==> src/rtl/gpio_vector_runner.sv <==
// gpio_vector_runner
// ------------------
// Stimulus/response engine for CPU GPIO bring-up. It walks a vector image
// held in an external synchronous ROM. For each vector it drives the DUT
// reset and gpio_in, holds them for a number of cycles, and can compare the
// masked DUT gpio_out against an expected value. It reports a vector count,
// an error count and the address of the first failing vector.
//
// Vector word, MSB to LSB: flags[3:0], in[W-1:0], exp[W-1:0], mask[W-1:0]
//   flags[0] dut_rst value, flags[1] check enable, flags[2] end marker,
//   flags[3] reserved
//
// Ports:
//   clk, rst      system clock, synchronous active-high reset
//   start         single-cycle pulse, begins a run at address 0
//   vec_rd        ROM read strobe
//   vec_addr      ROM address
//   vec_data      ROM word, valid the cycle after vec_rd
//   dut_rst       reset driven to the DUT
//   dut_gpio_in   stimulus driven to the DUT
//   dut_gpio_out  DUT response
//   busy          run in progress
//   done          run finished, sticky until the next start or rst
//   pass          valid while done=1, set when no mismatches were seen
//   err_count     saturating mismatch count
//   vec_count     saturating count of vectors applied
//   fail_addr     address of the first mismatching vector
//   fail_valid    fail_addr is meaningful
module gpio_vector_runner #(
    parameter int W          = 32,
    parameter int AW         = 20,
    parameter int RUN_CYCLES = 70,
    parameter int RST_CYCLES = 1,
    parameter int CNT_W      = 16
) (
    input  logic                 clk,
    input  logic                 rst,
    input  logic                 start,
    output logic                 vec_rd,
    output logic [AW-1:0]        vec_addr,
    input  logic [4+3*W-1:0]     vec_data,
    output logic                 dut_rst,
    output logic [W-1:0]         dut_gpio_in,
    input  logic [W-1:0]         dut_gpio_out,
    output logic                 busy,
    output logic                 done,
    output logic                 pass,
    output logic [CNT_W-1:0]     err_count,
    output logic [CNT_W-1:0]     vec_count,
    output logic [AW-1:0]        fail_addr,
    output logic                 fail_valid
);

    // The hold counter only has to reach the larger of the two hold lengths.
    localparam int HOLD_MAX = (RUN_CYCLES > RST_CYCLES) ? RUN_CYCLES : RST_CYCLES;
    localparam int HCW      = $clog2(HOLD_MAX + 1);

    localparam logic [HCW-1:0]   RUN_LOAD  = HCW'(RUN_CYCLES);
    localparam logic [HCW-1:0]   RST_LOAD  = HCW'(RST_CYCLES);
    localparam logic [HCW-1:0]   HOLD_LAST = HCW'(1);
    localparam logic [AW-1:0]    LAST_ADDR = '1;
    localparam logic [CNT_W-1:0] CNT_MAX   = '1;
    localparam logic [CNT_W-1:0] CNT_ONE   = CNT_W'(1);

    typedef enum logic [2:0] {
        S_IDLE,
        S_FETCH,
        S_LATCH,
        S_HOLD,
        S_DONE
    } state_t;

    state_t           state;
    logic [HCW-1:0]   hold_cnt;
    logic             cur_check;
    logic [W-1:0]     cur_exp;
    logic [W-1:0]     cur_mask;

    // Field views of the ROM word.
    logic             f_rst;
    logic             f_check;
    logic             f_end;
    logic [W-1:0]     f_in;
    logic [W-1:0]     f_exp;
    logic [W-1:0]     f_mask;
    logic             unused_flag;

    assign f_rst       = vec_data[3*W];
    assign f_check     = vec_data[3*W+1];
    assign f_end       = vec_data[3*W+2];
    assign unused_flag = vec_data[3*W+3];
    assign f_in        = vec_data[3*W-1 -: W];
    assign f_exp       = vec_data[2*W-1 -: W];
    assign f_mask      = vec_data[W-1:0];

    // Compare result for the vector currently being held. cur_check is
    // already cleared for reset vectors, so they can never count as errors.
    logic             mismatch;
    logic [CNT_W-1:0] err_next;
    logic [CNT_W-1:0] vec_next;

    assign mismatch = cur_check && (|((dut_gpio_out ^ cur_exp) & cur_mask));
    assign err_next = (mismatch && (err_count != CNT_MAX)) ? err_count + CNT_ONE : err_count;
    assign vec_next = (vec_count != CNT_MAX) ? vec_count + CNT_ONE : vec_count;

    // Run sequencer. vec_addr doubles as the vector index; every output is a
    // register so nothing combinational reaches the pins. Entering FETCH
    // raises vec_rd in the same edge so the strobe is high for exactly the
    // FETCH cycle and the ROM word is ready during LATCH.
    always_ff @(posedge clk) begin
        if (rst) begin
            state       <= S_IDLE;
            vec_rd      <= 1'b0;
            vec_addr    <= '0;
            dut_rst     <= 1'b1;
            dut_gpio_in <= '0;
            busy        <= 1'b0;
            done        <= 1'b0;
            pass        <= 1'b0;
            err_count   <= '0;
            vec_count   <= '0;
            fail_addr   <= '0;
            fail_valid  <= 1'b0;
            hold_cnt    <= '0;
            cur_check   <= 1'b0;
            cur_exp     <= '0;
            cur_mask    <= '0;
        end else begin
            case (state)
                S_IDLE, S_DONE: begin
                    if (start) begin
                        state      <= S_FETCH;
                        vec_rd     <= 1'b1;
                        vec_addr   <= '0;
                        busy       <= 1'b1;
                        done       <= 1'b0;
                        pass       <= 1'b0;
                        err_count  <= '0;
                        vec_count  <= '0;
                        fail_addr  <= '0;
                        fail_valid <= 1'b0;
                    end
                end

                S_FETCH: begin
                    vec_rd <= 1'b0;
                    state  <= S_LATCH;
                end

                S_LATCH: begin
                    if (f_end) begin
                        // End marker: leave the DUT pins exactly as they are.
                        state <= S_DONE;
                        busy  <= 1'b0;
                        done  <= 1'b1;
                        pass  <= (err_count == '0);
                    end else begin
                        dut_rst     <= f_rst;
                        dut_gpio_in <= f_in;
                        cur_check   <= f_check && !f_rst;
                        cur_exp     <= f_exp;
                        cur_mask    <= f_mask;
                        hold_cnt    <= f_rst ? RST_LOAD : RUN_LOAD;
                        state       <= S_HOLD;
                    end
                end

                S_HOLD: begin
                    if (hold_cnt == HOLD_LAST) begin
                        // Last hold cycle: the DUT has had the full hold
                        // time to settle, so this is where it is judged.
                        err_count <= err_next;
                        vec_count <= vec_next;
                        if (mismatch && !fail_valid) begin
                            fail_addr  <= vec_addr;
                            fail_valid <= 1'b1;
                        end
                        if (vec_addr == LAST_ADDR) begin
                            // The index never wraps; the top address ends the run.
                            state <= S_DONE;
                            busy  <= 1'b0;
                            done  <= 1'b1;
                            pass  <= (err_next == '0);
                        end else begin
                            vec_addr <= vec_addr + AW'(1);
                            vec_rd   <= 1'b1;
                            state    <= S_FETCH;
                        end
                    end else begin
                        hold_cnt <= hold_cnt - HOLD_LAST;
                    end
                end

                default: begin
                    state <= S_IDLE;
                end
            endcase
        end
    end

endmodule
==> config.mk <==
export PLATFORM = sky130hd
export DESIGN_NAME = gpio_vector_runner
export DESIGN_NICKNAME = d
export VERILOG_FILES = /design/src/rtl/gpio_vector_runner.sv
export SDC_FILE = /design/constraint.sdc
export NUM_CORES = 1
export LEC_CHECK = 0
export CORE_MARGIN = 8
export CORE_UTILIZATION = 50
export DETAILED_ROUTE_END_ITERATION = 10
export PLACE_DENSITY = 0.85
export SYNTH_ARGS = -nofsm -noshare
export SYNTH_HDL_FRONTEND = slang
export SYNTH_SLANG_ARGS = --single-unit
==> constraint.sdc <==
create_clock -name clk -period 6.98 [get_ports clk]
set_input_delay 1.396 -clock clk [delete_from_list [all_inputs] [get_ports clk]]
set_output_delay 1.396 -clock clk [all_outputs]
set_load 0.02 [all_outputs]
==> out/metrics.yaml, run 1 <==
fin_setup_tns_ns: 0
wl_per_cell_um: 17.02
cp_slowest_cell: "nor4_4"
clock_path_buffers: 2
remaining_drc_errors: 0
drt_iter0_drc: 521
core_um2: 15890
cts_hold_buf: 0
min_to: "fail_addr[19]"
synth_edf_count: 0
clock_sinks: 185
syn2layout_area_growth_pct: 37.64
required_ns: 7.32
crit_top_cell: "a2111o_1"
seq_area_frac_synth: 0.4553
worst-path-buf-inv: 1
tightest_slew_ns: 1.218
drtAntennaViolNets: 0
critPathTopFamily: "compound AO/OA/AOI/OAI gates"
clk_pin_slew_ns: 0.06
post-dp-hpwl_um: 17260
row_count: 46
ios: 245
ff2ff_path_depth: 9
start_util: 0.5121
io_buffers: 243
worstReg2RegStart: "state[0]"
cts_buffers: 17
relSlewSlack: 0.1883
max_stage_delay_ns: 0.62
overflow: 0
nets: 1367
syn_area_um2: 8134
synth_flop_cell: "dfxtp_1"
dieArea_um2: 20610
fmax_mhz: 244.2
multi_input_area_um2: 4129
instances_no_fill: 1459
worstSkewPairLatency_ns: 0.43
gp_congestion: 0.8925
place_inst: 1423
end_kind: "register"
synth_nets: 1170
clockRootBuffer: "clkbuf_16"
async_reset_ff_frac: 0
cp_max_fo: 21
p_leak_nw: 3.818
p_per_area_nw_per_um2: 237.1
fillCellCount: 1252
reg2reg_slack_ns: 3.93
finalClockSkew_ns: 0.009523
yosysMostFrequentCell: "nand2_1"
drv_cap: 0
grt_pass1_wl_um: 38130
postSynthAreaPerCell_um2: 7.905
grt_max_degree: 102
peakVddDrop_uv: 185.4
grt_antenna_before_repair: 1
die_x_um: 143.5
min_path_cells: 2
yosysTopAreaCellShare: 0.4553
rr_endpoint: "vec_count[11]"
seqCellArea_um2: 3704
wl_um: 24830
total_power_mw: 2.654
dr.pass1.iters: 5
postCtsSetupRepairBufs: 0
path_cells: "clkdlybuf4s50_1, xor2_1, a22oi_1, nand4_1, nor4_4, nor2_2, a2111o_1, a2111o_1, o31ai_1"
period_needed_ns: 4.096
grt_setup_unrepaired: "no"
crit_type: "primary input to register"
grt_pass1_vias: 7568
ctsResizeCount: 0
synth-seq-cells: 185
ys_types: 54
ys_warn_count: 0
dieHeight_um: 143.5
yosysTopAreaCell: "dfxtp_1"
min-delay-start: "fail_addr[19]"
routed_via_density: 5.496
vias: 8018
grt_use_total: 0.2307
finalHoldViolations: 0
setup_viol_count_final: 0
min_period_over_period: 0.5868
cts_tree: "yes"
h-tree-depth: 4
outcome: "completed"
netlist_instances: 1029
arrival_ns: 4.43
yosys-top-cells-area: "dfxtp_1, nand2_1, a21oi_1"
setup.worst_path.start_class: "primary input"
hp-class: "register to register"
drive_gt1_frac: 0.04036
finalMaxSlewViolations: 0
synth_commonest_cells: "nand2_1, dfxtp_1, a21oi_1"
where the power goes:
group	switching, mW	internal [mW]
sequential	0.0526	1.12
combinational	0.328	0.225
clock	0.423	0.507
layout by cell type, fill, tap and decap left out, types with 16 or more instances in the layout:
cell type / count
xnor2_1: 16
clkdlybuf4s50_1: 242
a21oi_1: 148
xor2_1: 49
nand2_1: 256
nor2_1: 54
a22oi_1: 17
clkbuf_16: 17
o21ai_0: 26
nand3_1: 17
nand4_1: 36
dfxtp_1: 185
worst min-delay path: stages (launching register included):
cell,delay (ns)
dfxtp_1,0.31
nand2_1,0.05
a21oi_1,0.05
cell families after synthesis:
group	after synthesis	synth area share
AOI/OAI and AO/OA	229	0.1589
muxes	3	0.003692
and+or+nand+nor	459	0.2635
xor gates and xnor gates	65	0.06999
buffers and inverters	82	0.03938
DFF	185	0.4553
adders and majority gates	6	0.009229
worst max-delay path by stage:
| stage | from | depth (start not counted) | end |
|---|---|---|---|
| 3_3_place_gp | dut_gpio_out[23] | 9 | pass |
| 4_1_cts | dut_gpio_out[23] | 9 | pass |
| 5_1_grt | dut_gpio_out[7] | 9 | pass |
| 2_1_floorplan | dut_gpio_out[4] | 8 | pass |
| 3_5_place_dp | dut_gpio_out[23] | 11 | fail_valid |
| 6_report | dut_gpio_out[23] | 9 | pass |
metal layers:
layer | share of wire | track usage | vias up
met4 | 0.021 | 0.09131 | 0
li1 | - | - | 3952
met5 | 0 | 0 | -
met3 | 0.066 | 0.05076 | 34
met1 | 0.42 | 0.2763 | 3769
met2 | 0.50 | 0.3942 | 263
area by class of cell:
class                   instances  share of cell area
multi-input cells             762              0.3688
clock buffers                  20             0.03990
well taps                     216             0.02414
diodes                          4           0.0008941
clock inverters                12             0.01039
repair buffers                250              0.2217
flip-flops and latches        185              0.3308
inverters                      10            0.003353
through the flow:
step / instance area [um^2] / setup WS (ns) / hold WS [ns] / utilization
floorplan: 8134 / 3.625 / 0.4360 / -
global placement: 10620 / 2.547 / 0.4376 / 0.6687
detailed placement: 10620 / 2.530 / 0.4447 / 0.6687
CTS: 11190 / 2.945 / 0.4519 / 0.7042
global route: 11190 / 2.833 / 0.4668 / 0.7043
finish: 11200 / 2.884 / 0.4497 / 0.7048
sequential cells by signal, indices dropped and copies added (netlist names), 3 cells and up:
name and flops:
cur_exp 32, cur_mask 32, dut_gpio_in 32, err_count 16, fail_addr 20, hold_cnt 7, state 3, vec_addr 20
vec_count 16
Power figures use the tool's default switching activity.
==> inputs of run 2 (changes only) <==
--- a/config.mk
+++ b/config.mk
@@ -6,9 +6,9 @@
 export NUM_CORES = 1
 export LEC_CHECK = 0
 export CORE_MARGIN = 8
-export CORE_UTILIZATION = 50
+export CORE_UTILIZATION = 43
 export DETAILED_ROUTE_END_ITERATION = 10
-export PLACE_DENSITY = 0.85
+export PLACE_DENSITY = 0.78
 export SYNTH_ARGS = -nofsm -noshare
 export SYNTH_HDL_FRONTEND = slang
 export SYNTH_SLANG_ARGS = --single-unit
==> constraint.sdc (replaced) <==
create_clock -name clk -period 3.59 [get_ports clk]
set_input_delay 0.718 -clock clk [delete_from_list [all_inputs] [get_ports clk]]
set_output_delay 0.718 -clock clk [all_outputs]
set_load 0.02 [all_outputs]
==> out/metrics.yaml, run 2 (same netlist as run 1, synthesis figures left out) <==
finalClockSkew_ns: 0.01494  # was 0.009523 ns
critPathTopFamily: "compound AO/OA/AOI/OAI gates"  # unchanged
cts_hold_buf: 0  # unchanged
worstReg2RegStart: "hold_cnt[0]"  # was state[0]
io_buffers: 243  # unchanged
h-tree-depth: 4  # unchanged
fillCellCount: 1671  # was 1252
outcome: "completed"  # unchanged
pre_cts_slack_ns: 0.08834  # was 2.530 ns
ff2ff_path_depth: 8  # was 9
clk_pin_slew_ns: 0.08  # was 0.06 ns
total_power_mw: 5.289  # was 2.654 mW
max_stage_delay_ns: 0.52  # was 0.62 ns
finalHoldViolations: 0  # unchanged
dieArea_um2: 23570  # was 20610 um^2
p_per_area_nw_per_um2: 467.6  # was 237.1 nW/um^2
dr.pass1.iters: 5  # unchanged
nets: 1374  # was 1367
wl_um: 25190  # was 24830 um
cts_buffers: 17  # unchanged
fin_setup_tns_ns: 0  # unchanged
routed_via_density: 5.338  # was 5.496
vias: 7911  # was 8018
grt_pass1_vias: 7513  # was 7568
path_cells: "clkdlybuf4s50_1, xor2_1, a22oi_1, nand4_1, nor4_4, nor2_2, a2111o_1, a2111o_1, o31ai_1"  # unchanged
reg2reg_slack_ns: 0.71  # was 3.93 ns
reg_top3: "cur_exp (32), cur_mask (32), dut_gpio_in (32)"  # unchanged
core_um2: 18640  # was 15890 um^2
clock_path_buffers: 2  # unchanged
crit_start: "dut_gpio_out[22]"  # was dut_gpio_out[23]
grt_setup_unrepaired: "no"  # unchanged
arrival_ns: 3.39  # was 4.43 ns
cp_max_fo: 5  # was 21
dieHeight_um: 153.5  # was 143.5 um
end_kind: "register"  # unchanged
min_period_over_period: 0.8497
drtAntennaViolNets: 0  # unchanged
period_needed_ns: 3.051
drive_gt1_frac: 0.04659  # was 0.04036
rr_endpoint: "vec_count[15]"  # was vec_count[11]
setup.worst_path.start_class: "primary input"  # unchanged
p_leak_nw: 3.869  # was 3.818 nW
worst-path-buf-inv: 1  # unchanged
worstSkewPairLatency_ns: 0.43  # about the same
clockRootBuffer: "clkbuf_16"  # unchanged
grt_max_degree: 102  # unchanged
drv_cap: 0  # unchanged
syn2layout_area_growth_pct: 39.07  # was 37.64%
crit_top_cell: "a2111o_1"  # unchanged
grt_antenna_before_repair: 3  # was 1
row_count: 50  # was 46
relSlewSlack: 0.4832  # was 0.1883
setup_viol_count_final: 0  # unchanged
min_path_cells: 2  # unchanged
ctsResizeCount: 0  # unchanged
endpoint: "pass"  # unchanged
postCtsSetupRepairBufs: 0  # unchanged
clock_sinks: 185  # unchanged
grt_pass1_wl_um: 39500  # was 38130 um
die_x_um: 153.5  # was 143.5 um
post-dp-hpwl_um: 17750  # was 17260 um
peakVddDrop_uv: 363.8  # was 185.4 uV
min-delay-start: "fail_addr[13]"  # was fail_addr[19]
finalMaxSlewViolations: 0  # unchanged
start_util: 0.4363  # was 0.5121
hp-class: "register to register"  # unchanged
required_ns: 3.93  # was 7.32 ns
crit_type: "primary input to register"  # unchanged
layout_common_cells: "nand2_1, clkdlybuf4s50_1, dfxtp_1"  # unchanged
final_util: 0.6068  # was 0.7048
fmax_mhz: 327.8
wl_per_cell_um: 16.99  # was 17.02 um
drt_iter0_drc: 560  # was 521
overflow: 0  # unchanged
crit_cells: 9  # unchanged
remaining_drc_errors: 0  # unchanged
gp_congestion: 0.8354  # was 0.8925
grt_use_total: 0.2045  # was 0.2307
ios: 245  # unchanged
cts_tree: "yes"  # unchanged
tightest_slew_ns: 0.7682  # was 1.218 ns
setup_slack_ns: 0.5395  # was 2.884 ns
final_common_cell: "nand2_1"  # unchanged
cp_slowest_cell: "nor4_4"  # unchanged
## run 2: changes by cell type in the layout (fill, tap and decap cells not counted), sizes merged
cell    change
inv         +4
clkinv      -2
diode       -1
clkbuf      -3
buf         +7
## run 2: layer usage
metal	global-route usage	part of all wire	vias up
met4	0.08166	0.024	0
li1	-	-	3965
met2	0.3510	0.49	241
met1	0.2484	0.43	3672
met3	0.03840	0.049	33
met5	0	0	-
## run 2: area by class of cell
type / instances / area [um^2] / share of cell area
diodes: 3 / 7.507 / 0.0006636
clock buffers: 17 / 425.4 / 0.03761
clock inverters: 14 / 156.4 / 0.01383
inverters: 10 / 37.54 / 0.003318
multi-input cells: 762 / 4129 / 0.3650
flip-flops and latches: 185 / 3704 / 0.3274
well taps: 234 / 292.8 / 0.02588
repair buffers: 257 / 2560 / 0.2263
## run 2: tightest hold or removal path, delay by kind of cell, from the launching register on
family	cells	cell delay, ns
flops	1	0.31
simple gates	1	0.05
compound gates	1	0.05
## run 2: report_power, final
group / internal (mW) / switching [mW]
Sequential: 2.18 / 0.108
Clock: 0.989 / 0.887
Combinational: 0.481 / 0.648
Total: 3.65 / 1.64
## run 2: per-stage QoR
stage / instance area, um^2 / hold slack (ns) / std cells
2_1_floorplan: 8134 / 0.4360 / 1029
3_3_place_gp: 10720 / 0.4374 / 1448
3_5_place_dp: 10720 / 0.4437 / 1448
4_1_cts: 11300 / 0.4526 / 1479
5_1_grt: 11310 / 0.4659 / 1482
6_report: 11310 / 0.4510 / 1482
## run 2: worst min-delay path by stage
stage,endpoint,slack (ns)
finish,fail_addr[13],0.45
detailed placement,fail_addr[13],0.44
CTS,fail_addr[7],0.45
global placement,fail_addr[7],0.44
floorplan,cur_mask[10],0.44
global route,fail_addr[11],0.47
